===== src/rtl/sim_net_buffer.sv =====
// Buffering stage between the NIC stream ports and the host network endpoint.
// TX is a plain FIFO; RX is either lossless or drops whole packets on overflow.
module sim_net_buffer #(
    parameter int DATA_WIDTH   = 64,
    parameter int KEEP_WIDTH   = DATA_WIDTH / 8,
    parameter int TX_DEPTH     = 16,
    parameter int RX_DEPTH     = 16,
    parameter int RX_DROP_MODE = 0
) (
    input  logic                  clock,
    input  logic                  reset,

    input  logic                  net_out_valid,
    output logic                  net_out_ready,
    input  logic [DATA_WIDTH-1:0] net_out_bits_data,
    input  logic [KEEP_WIDTH-1:0] net_out_bits_keep,
    input  logic                  net_out_bits_last,

    output logic                  host_tx_valid,
    input  logic                  host_tx_ready,
    output logic [DATA_WIDTH-1:0] host_tx_data,
    output logic [KEEP_WIDTH-1:0] host_tx_keep,
    output logic                  host_tx_last,

    input  logic                  host_rx_valid,
    output logic                  host_rx_ready,
    input  logic [DATA_WIDTH-1:0] host_rx_data,
    input  logic [KEEP_WIDTH-1:0] host_rx_keep,
    input  logic                  host_rx_last,

    output logic                  net_in_valid,
    input  logic                  net_in_ready,
    output logic [DATA_WIDTH-1:0] net_in_bits_data,
    output logic [KEEP_WIDTH-1:0] net_in_bits_keep,
    output logic                  net_in_bits_last,

    input  logic                  host_cfg_valid,
    input  logic [47:0]           host_nic_mac_addr,
    input  logic [47:0]           host_switch_mac_addr,
    input  logic [31:0]           host_nic_ip_addr,
    output logic [47:0]           net_nic_mac_addr,
    output logic [47:0]           net_switch_mac_addr,
    output logic [31:0]           net_nic_ip_addr,
    output logic                  net_cfg_locked,
    output logic [31:0]           rx_drop_count
);

    localparam int TX_AW = $clog2(TX_DEPTH);
    localparam int RX_AW = $clog2(RX_DEPTH);
    localparam logic [TX_AW:0] TX_FULL_OCC = (TX_AW + 1)'(TX_DEPTH);
    localparam logic [RX_AW:0] RX_FULL_OCC = (RX_AW + 1)'(RX_DEPTH);

    typedef enum logic {
        RX_PASS,
        RX_DROP
    } rx_state_t;

    // ---------------- TX FIFO ----------------
    logic [DATA_WIDTH-1:0] tx_data_mem [TX_DEPTH];
    logic [KEEP_WIDTH-1:0] tx_keep_mem [TX_DEPTH];
    logic                  tx_last_mem [TX_DEPTH];
    logic [TX_AW:0]        tx_wr_ptr;
    logic [TX_AW:0]        tx_rd_ptr;
    logic [TX_AW:0]        tx_count;
    logic                  tx_full;
    logic                  tx_empty;
    logic                  tx_push;
    logic                  tx_pop;

    assign tx_count = tx_wr_ptr - tx_rd_ptr;
    assign tx_full  = (tx_count == TX_FULL_OCC);
    assign tx_empty = (tx_count == '0);

    // Ready is not early: a full FIFO stalls even when a pop happens this cycle.
    assign net_out_ready = reset && !tx_full;
    assign host_tx_valid = reset && !tx_empty;
    assign tx_push       = net_out_valid && net_out_ready;
    assign tx_pop        = host_tx_valid && host_tx_ready;

    assign host_tx_data = tx_data_mem[tx_rd_ptr[TX_AW-1:0]];
    assign host_tx_keep = tx_keep_mem[tx_rd_ptr[TX_AW-1:0]];
    assign host_tx_last = tx_last_mem[tx_rd_ptr[TX_AW-1:0]];

    always_ff @(posedge clock) begin
        if (!reset) begin
            tx_wr_ptr <= '0;
            tx_rd_ptr <= '0;
        end else begin
            if (tx_push) tx_wr_ptr <= tx_wr_ptr + 1'b1;
            if (tx_pop)  tx_rd_ptr <= tx_rd_ptr + 1'b1;
        end
    end

    always_ff @(posedge clock) begin
        if (tx_push) begin
            tx_data_mem[tx_wr_ptr[TX_AW-1:0]] <= net_out_bits_data;
            tx_keep_mem[tx_wr_ptr[TX_AW-1:0]] <= net_out_bits_keep;
            tx_last_mem[tx_wr_ptr[TX_AW-1:0]] <= net_out_bits_last;
        end
    end

    // ---------------- RX FIFO ----------------
    logic [DATA_WIDTH-1:0] rx_data_mem [RX_DEPTH];
    logic [KEEP_WIDTH-1:0] rx_keep_mem [RX_DEPTH];
    logic                  rx_last_mem [RX_DEPTH];
    logic [RX_AW:0]        rx_spec_ptr;
    logic [RX_AW:0]        rx_commit_ptr;
    logic [RX_AW:0]        rx_rd_ptr;
    logic [RX_AW:0]        rx_spec_inc;
    logic [RX_AW:0]        rx_spec_occ;
    logic [RX_AW:0]        rx_commit_occ;
    logic                  rx_full;
    logic                  rx_push;
    logic                  rx_pop;
    logic                  rx_wr_en;
    logic                  rx_commit;
    logic                  rx_rewind;
    logic                  rx_drop_inc;
    rx_state_t             rx_state;
    rx_state_t             rx_state_next;

    assign rx_spec_inc   = rx_spec_ptr + 1'b1;
    assign rx_spec_occ   = rx_spec_ptr - rx_rd_ptr;
    assign rx_commit_occ = rx_commit_ptr - rx_rd_ptr;
    assign rx_full       = (rx_spec_occ == RX_FULL_OCC);

    assign host_rx_ready = reset && ((RX_DROP_MODE != 0) || !rx_full);
    assign net_in_valid  = reset && (rx_commit_occ != '0);
    assign rx_push       = host_rx_valid && host_rx_ready;
    assign rx_pop        = net_in_valid && net_in_ready;

    assign net_in_bits_data = rx_data_mem[rx_rd_ptr[RX_AW-1:0]];
    assign net_in_bits_keep = rx_keep_mem[rx_rd_ptr[RX_AW-1:0]];
    assign net_in_bits_last = rx_last_mem[rx_rd_ptr[RX_AW-1:0]];

    always_ff @(posedge clock) begin
        if (!reset) begin
            rx_state <= RX_PASS;
        end else begin
            rx_state <= rx_state_next;
        end
    end

    always_comb begin
        rx_state_next = rx_state;
        case (rx_state)
            RX_PASS: begin
                if ((RX_DROP_MODE != 0) && rx_push && rx_full && !host_rx_last)
                    rx_state_next = RX_DROP;
            end
            RX_DROP: begin
                if (rx_push && host_rx_last)
                    rx_state_next = RX_PASS;
            end
            default: rx_state_next = RX_PASS;
        endcase
    end

    // Lossless mode commits every beat; drop mode commits only on a packet's last beat.
    always_comb begin
        rx_wr_en    = 1'b0;
        rx_commit   = 1'b0;
        rx_rewind   = 1'b0;
        rx_drop_inc = 1'b0;
        if (rx_push) begin
            if (RX_DROP_MODE == 0) begin
                rx_wr_en  = 1'b1;
                rx_commit = 1'b1;
            end else begin
                case (rx_state)
                    RX_PASS: begin
                        if (!rx_full) begin
                            rx_wr_en  = 1'b1;
                            rx_commit = host_rx_last;
                        end else begin
                            rx_rewind   = 1'b1;
                            rx_drop_inc = host_rx_last;
                        end
                    end
                    RX_DROP: begin
                        rx_drop_inc = host_rx_last;
                    end
                    default: begin
                        rx_wr_en = 1'b0;
                    end
                endcase
            end
        end
    end

    always_ff @(posedge clock) begin
        if (!reset) begin
            rx_spec_ptr   <= '0;
            rx_commit_ptr <= '0;
            rx_rd_ptr     <= '0;
        end else begin
            if (rx_wr_en)
                rx_spec_ptr <= rx_spec_inc;
            else if (rx_rewind)
                rx_spec_ptr <= rx_commit_ptr;
            if (rx_commit) rx_commit_ptr <= rx_spec_inc;
            if (rx_pop)    rx_rd_ptr     <= rx_rd_ptr + 1'b1;
        end
    end

    always_ff @(posedge clock) begin
        if (rx_wr_en) begin
            rx_data_mem[rx_spec_ptr[RX_AW-1:0]] <= host_rx_data;
            rx_keep_mem[rx_spec_ptr[RX_AW-1:0]] <= host_rx_keep;
            rx_last_mem[rx_spec_ptr[RX_AW-1:0]] <= host_rx_last;
        end
    end

    logic [31:0] drop_count_q;

    always_ff @(posedge clock) begin
        if (!reset) begin
            drop_count_q <= '0;
        end else if (rx_drop_inc && (drop_count_q != 32'hFFFF_FFFF)) begin
            drop_count_q <= drop_count_q + 32'd1;
        end
    end

    assign rx_drop_count = reset ? drop_count_q : 32'd0;

    // ---------------- one-shot configuration capture ----------------
    logic [47:0] nic_mac_q;
    logic [47:0] switch_mac_q;
    logic [31:0] nic_ip_q;
    logic        locked_q;

    always_ff @(posedge clock) begin
        if (!reset) begin
            nic_mac_q    <= '0;
            switch_mac_q <= '0;
            nic_ip_q     <= '0;
            locked_q     <= 1'b0;
        end else if (!locked_q && host_cfg_valid) begin
            nic_mac_q    <= host_nic_mac_addr;
            switch_mac_q <= host_switch_mac_addr;
            nic_ip_q     <= host_nic_ip_addr;
            locked_q     <= 1'b1;
        end
    end

    assign net_nic_mac_addr    = reset ? nic_mac_q    : 48'd0;
    assign net_switch_mac_addr = reset ? switch_mac_q : 48'd0;
    assign net_nic_ip_addr     = reset ? nic_ip_q     : 32'd0;
    assign net_cfg_locked      = reset && locked_q;

endmodule


===== config.mk =====
export PLATFORM = sky130hd
export DESIGN_NAME = sim_net_buffer
export DESIGN_NICKNAME = d
export VERILOG_FILES = /design/src/rtl/sim_net_buffer.sv
export SDC_FILE = /design/constraint.sdc
export NUM_CORES = 2
export LEC_CHECK = 0
export CORE_MARGIN = 2
export CORE_UTILIZATION = 50
export CTS_CLUSTER_SIZE = 20
export DETAILED_ROUTE_END_ITERATION = 7
export PLACE_DENSITY = 0.69
export SYNTH_ARGS = -nofsm -noshare
export SYNTH_HDL_FRONTEND = slang
export SYNTH_SLANG_ARGS = --single-unit

===== constraint.sdc =====
create_clock -name clock -period 16.15 [get_ports clock]
set_clock_uncertainty 0.1 [all_clocks]
set_input_delay 1.615 -clock clock [delete_from_list [all_inputs] [get_ports clock]]
set_output_delay 1.615 -clock clock [all_outputs]
set_load 0.03 [all_outputs]

# Yosys cells after proc, flatten, opt, wreduce, memory -nomap -nowiden
# Memories as Yosys holds them, arrays and structs flattened. A register that Yosys moved wholly into a read port is not among the register bits.
# Index checks and enable logic that the tools add are counted.
totals:
  latch_bits: 0
  romBits: 0
  n_memories: 6
  ramBits: 2336
  in_bits: 281
  output_inout_bits: 311
  regBits: 186
mem_list:
  columns: ["name", "depth", "width", "rd", "rd_ports_with_merged_regs", "wr", "line_no", "rtl"]
  rows:
  - ["rx_data_mem", 16, 64, 1, 1, 1, "103", "logic [DATA_WIDTH-1:0] rx_data_mem [RX_DEPTH];"]
  - ["tx_data_mem", 16, 64, 1, 1, 1, "59", "logic [DATA_WIDTH-1:0] tx_data_mem [TX_DEPTH];"]
  - ["rx_keep_mem", 16, 8, 1, 1, 1, "104", "logic [KEEP_WIDTH-1:0] rx_keep_mem [RX_DEPTH];"]
  - ["tx_keep_mem", 16, 8, 1, 1, 1, "60", "logic [KEEP_WIDTH-1:0] tx_keep_mem [TX_DEPTH];"]
  - ["rx_last_mem", 16, 1, 1, 1, 1, "105", "logic rx_last_mem [RX_DEPTH];"]
  - ["tx_last_mem", 16, 1, 1, 1, 1, "61", "logic tx_last_mem [TX_DEPTH];"]
classes:
  n_addsub: 7
  n_bitwise: 0
  eq_ne: 2
  n_mux: 22
  n_reduce_logical: 16
  magnitude_cmp: 0
  multipliers: 0
  n_shift: 0
  div_mod_pow: 0
op_table:
  columns: ["operator", "n"]
  rows:
  - ["2-to-1 mux 48 bit", 2]
  - ["2-to-1 mux 32 bit", 2]
  - ["2-to-1 mux 4 bit", 12]
  - ["adder 5 x 1 -> 5 bit (second input constant)", 4]
  - ["subtractor 5 bit", 3]
  - ["== test 5 bit (second input constant)", 2]
  - ["logical AND 1 bit", 10]
  - ["zero test 5 bit", 1]
  - ["2-to-1 mux 1 bit", 5]
  - ["2-to-1 mux 5 bit", 1]
  - ["nonzero test 5 bit", 1]
  - ["zero test 1 bit", 4]

# Logic depth before layout (Yosys ltp)
depth:
  depth_word: 8
  mapped_depth: 9
  ltp_nobuf: 8

# Worst setup path after synthesis
# No wires, ideal clock.
synth_path:
  kind: "input port to flip-flop"
  startpoint: "input port reset"
  endpoint: "memory rx_data_mem[15][0] (enable)"
  slack_ns: 7.793
  cell_stages: 4
  n_path_buf: 2
  t_required_ns: 15.441
  setup_ns: 0.609
  arrival_ns: 7.648
  cell_sequence: "clkbuf_1 > buf_1 > nand2_1 > nor3b_1"
synth_between:
  elab_chain_len: 5
synth_lines:
  columns: ["element", "line_no", "rtl"]
  rows:
  - ["start, declared", "11", "input logic reset,"]
  - ["logical AND 1 bit", "127", "assign host_rx_ready = reset && ((RX_DROP_MODE != 0) || !rx_full);"]
  - ["logical AND 1 bit", "129", "assign rx_push = host_rx_valid && host_rx_ready;"]
  - ["2-to-1 mux 1 bit", "165", "if (rx_push) begin"]
  - ["2-to-1 mux 1 bit", "207", "if (rx_wr_en) begin"]
  - ["2-to-1 mux 1 bit (not written as such)", "208", "rx_data_mem[rx_spec_ptr[RX_AW-1:0]] <= host_rx_data;"]
  - ["end, declared", "103", null]
# Every way passes these cells.

==> results.txt <==
- The run finished with clean final reports.
- Number of primary I/O pins: 592
* Final-report max-slew violation count: 0
- Final critical-path required period: 7890 ps
* Layout overhead on the synthesized area: 18.2%
* Library cell used as clock root buffer: sky130_fd_sc_hd__clkbuf_16
- For this run, design rule violations remaining after detail routing come to 0.
* Crit path kind: register to output port
- Combinational share of power: 19.8%
* Layer with the highest usage after global routing: met2
- Net load switching power: about 4.2 mW
* Global routing met2 resource utilization: 37.4%
- Detail-routed net length per standard cell: 28.6 um
* Pin count of the biggest net entering global routing: 157
* Max-cap viol count: 0
- Most frequent cell after synthesis: sky130_fd_sc_hd__edfxtp_1
- The synthesized netlist occupies a cell area of 95,700 um^2.
- The initial antenna violation count came to 34.
* PD cells: 147 nW/um^2
- The count of buffers added on input and output ports is 591.
* Share of synthesized area occupied by flip-flops and latches: between 70% and 80%
- By area the synthesized netlist is led by sky130_fd_sc_hd__edfxtp_1 (73%), sky130_fd_sc_hd__mux4_2 (17%), sky130_fd_sc_hd__dfxtp_1 (4.0%), sky130_fd_sc_hd__and2_1 (1.1%), sky130_fd_sc_hd__a21boi_0 (1.1%).
- At the later pin of the worst-skew pair, clock insertion delay measures 880 ps.
- Among all flip-flop cells after synthesis, the most frequent one is sky130_fd_sc_hd__edfxtp_1.
* Sequential cell area in the final layout: 74,000 um^2
- During synthesis, Yosys emitted a total of 0 warnings.
* H-tree depth: 5
- The congestion estimate from routability-driven global placement came to 0.777.
* Placed Area: roughly 100,000 um^2
- Transition time at the pin with the least slew margin: 1120 ps
* Average cell area after synthesis: 22.6 um^2
* Post-detail-place hpwl: 117,000 um
* Total vias in the final route: approximately 46,000
- Std-Cell Core Area: 190,000 um^2
- Achievable frequency: 0.127 GHz
- RSZ-0062 raised after global routing: false
* Post-route setup TNS: 0 ps
- The synthesized design contains ~2,500 register bits.
* Initial Utilization: about half
* Vias in the first global route: 46,807
- Crit path capture type: output port
- The worst hold path belongs to the class register to register.
- For this design, the sink count on the clock tree is 2,525.
- CTS buffer count: about 280
* Drt via density: 5.93
- When the netlist entered floorplanning its net count stood at 4,526.
- Cell Rows: 160
* Area of the die: 195,000 um^2
* Post-synth top area share: between 70% and 80%
* Global-route usage over all layers: between 20% and 30%
- Net switching is 25.5% of the power.
- Worst IR drop on VDD: 0.000131 V
- The count of nets left with antenna violations once routing finished came out at 0.
- After clock tree synthesis, the clock-pin slew on the worst setup and hold paths is about 60 ps.
- Crit path max fanout: 53
- Iter 0 DRT Violations: 4,267
* Distinct cells, synth: 51
- Met3 GRT Util: between 3 and 4%
- Final layout net count: 5,256
* Share of layout cells above drive strength 1: 24.0%
- The total count of hold-check failures in the final report was 0.
* Detailed-router iteration count before antenna repair: 7
- # fillers: 13,312
- In this run, synthesis inferred 2,336 flip-flops with an integrated enable.
- Hold repair after CTS inserted 0 buffers.
* Aggregate global routing overflow: 0
- Fraction of power consumed by the clock network: 35.5%
- The finished cells cover 113,000 um^2.
- Post-synthesis cell type with the largest combined area: sky130_fd_sc_hd__edfxtp_1
* Clock tree from TritonCTS: done
* Synthesized instance count: 4,227
- # Post-CTS Setup Buffers: 0
- Of the available clock period, the critical path in the final layout requires 48.8%.
- The floorplan step set the die width to 442 um.
* Area of combinational cells with multiple inputs: approximately 21,000 um^2
- Setup violations remaining at the end of the flow were counted as 0.
- Global routing used 30.8% of the available met1 tracks.
* Post-synth ARST share: 0%
- Number of buffers between clock root and the deepest sink: 4
- Proportion of power drawn by flip-flops and latches: 44.7%
- Total internal power: 12.4 mW
* Kind of launch point of the worst setup path: register
- Headroom to the max-slew limit: 25.3%
- STA puts the critical path data required time at approximately 14,000 ps.
- The number of gates resized after CTS was 0.
* Height of the chip: 442 um
- Static leakage: approximately 35 nW
* Arrival time of data at the critical path endpoint: slightly above 6000 ps
* Drt total wl: 220,000 um
- Leading cell types by count after synthesis: sky130_fd_sc_hd__edfxtp_1 (2,336), sky130_fd_sc_hd__mux4_2 (730), sky130_fd_sc_hd__nand2_1 (271)
- The first global-routing pass estimated roughly 320,000 um of wire.
-- cells by family after synthesis --
kind of cell               count (synthesis)  synth area share, %
and+or+nand+nor                          519                 2.62
AOI/OAI and AO/OA                        173                 1.42
xor gates and xnor gates                  12                0.118
muxes                                    737                 17.2
DFF                                     2525                 77.2
adders and majority gates                 18                0.235
buffers and inverters                    243                 1.13
-- power groups by stage --
stage | combinational (mW) | clock (mW) | sequential (mW)
2_1_floorplan | 2.32 | 0 | 7.52
3_3_place_gp | 3.34 | 0 | 7.58
3_5_place_dp | 3.36 | 0 | 7.59
4_1_cts | 3.38 | 6.03 | 7.45
5_1_grt | 3.49 | 6.28 | 7.47
6_report | 3.31 | 5.92 | 7.45
-- critical path: stages (launching register included) --
cell and delay (ps):
sky130_fd_sc_hd__dfxtp_4 800, sky130_fd_sc_hd__buf_4 850, sky130_fd_sc_hd__buf_4 840, sky130_fd_sc_hd__buf_4 890, sky130_fd_sc_hd__mux4_2 620, sky130_fd_sc_hd__mux4_2 520
sky130_fd_sc_hd__clkdlybuf4s50_1 620
-- final timing paths --
| kind | start | to | slack, ps | depth (start not counted) |
|---|---|---|---|---|
| max | register | host_tx_data[45] | 8260 | 6 |
| min | nic_mac_q[39] | nic_mac_q[39] | 360 | 2 |
| max reg2reg | rx_rd_ptr[1] | rx_data_mem[4][55] | 11560 | 9 |
| min reg2reg | nic_mac_q[39] | nic_mac_q[39] | 360 | 2 |
-- per-stage QoR --
stage	setup slack [ps]	utilization [%]	hold WS [ps]	instances	power [mW]
final	8260	59.5	357	7669	16.7
after global placement	8970	55.1	343	7190	10.9
after detailed placement	8940	55.1	348	7190	10.9
after global routing	7680	59.5	371	7666	17.2
after CTS	7960	59.5	360	7658	16.9
after floorplan	7790	-	339	4227	9.84
-- metal layers --
metal  vias to the layer above  routed length (um)
met5                         -                  69
met4                        10                6330
met3                       390               14100
met2                      1686              111000
met1                     24404               88200
li1                      19018                   -
-- area by class of cell --
cell class / instances / area share, %
Sequential cell: 2525 / 65.3
Timing Repair Buffer: 681 / 5.85
Tap cell: 2511 / 2.78
Multi-Input combinational cell: 1459 / 18.5
Inverter: 14 / 0.0464
Clock buffer: 347 / 6.46
Antenna cell: 11 / 0.0243
Clock inverter: 121 / 0.982
-- flip-flops by register name, indices dropped and copies added (netlist names), named ones only --
register       flops
drop_count_q      32
locked_q           1
nic_ip_q          32
nic_mac_q         48
rx_commit_ptr      5
rx_data_mem     1024
rx_keep_mem      128
rx_last_mem       16
rx_rd_ptr          5
switch_mac_q      48
tx_data_mem     1024
tx_keep_mem      128
tx_last_mem       16
tx_rd_ptr          5
tx_wr_ptr          5
-- cells in the final DEF, fill, tap and decap left out, types with 3 or more instances in the layout --
cell type                            n
sky130_fd_sc_hd__edfxtp_1         2336
sky130_fd_sc_hd__mux4_2            730
sky130_fd_sc_hd__clkdlybuf4s50_1   590
sky130_fd_sc_hd__clkbuf_16         280
sky130_fd_sc_hd__nand2_1           271
sky130_fd_sc_hd__dfxtp_1           181
sky130_fd_sc_hd__and2_1            167
sky130_fd_sc_hd__a21boi_0          137
sky130_fd_sc_hd__buf_4              88
sky130_fd_sc_hd__clkbuf_1           62
sky130_fd_sc_hd__clkinv_1           50
sky130_fd_sc_hd__clkinv_2           32
sky130_fd_sc_hd__nor2_4             31
sky130_fd_sc_hd__bufinv_16          19
sky130_fd_sc_hd__ha_1               18
sky130_fd_sc_hd__inv_1              14
sky130_fd_sc_hd__diode_2            11
sky130_fd_sc_hd__nand3_1            10
sky130_fd_sc_hd__xnor2_1             9
sky130_fd_sc_hd__or3_1               8
sky130_fd_sc_hd__dfxtp_4             8
sky130_fd_sc_hd__inv_6               8
sky130_fd_sc_hd__mux2i_1             7
sky130_fd_sc_hd__a21oi_1             6
sky130_fd_sc_hd__nor2b_1             6
sky130_fd_sc_hd__o21ai_0             6
sky130_fd_sc_hd__clkinvlp_4          6
sky130_fd_sc_hd__nand2b_1            5
sky130_fd_sc_hd__clkbuf_8            5
sky130_fd_sc_hd__nor3_2              3
sky130_fd_sc_hd__o41a_2              3
sky130_fd_sc_hd__clkinv_8            3
(Power assumes the default switching activity.)
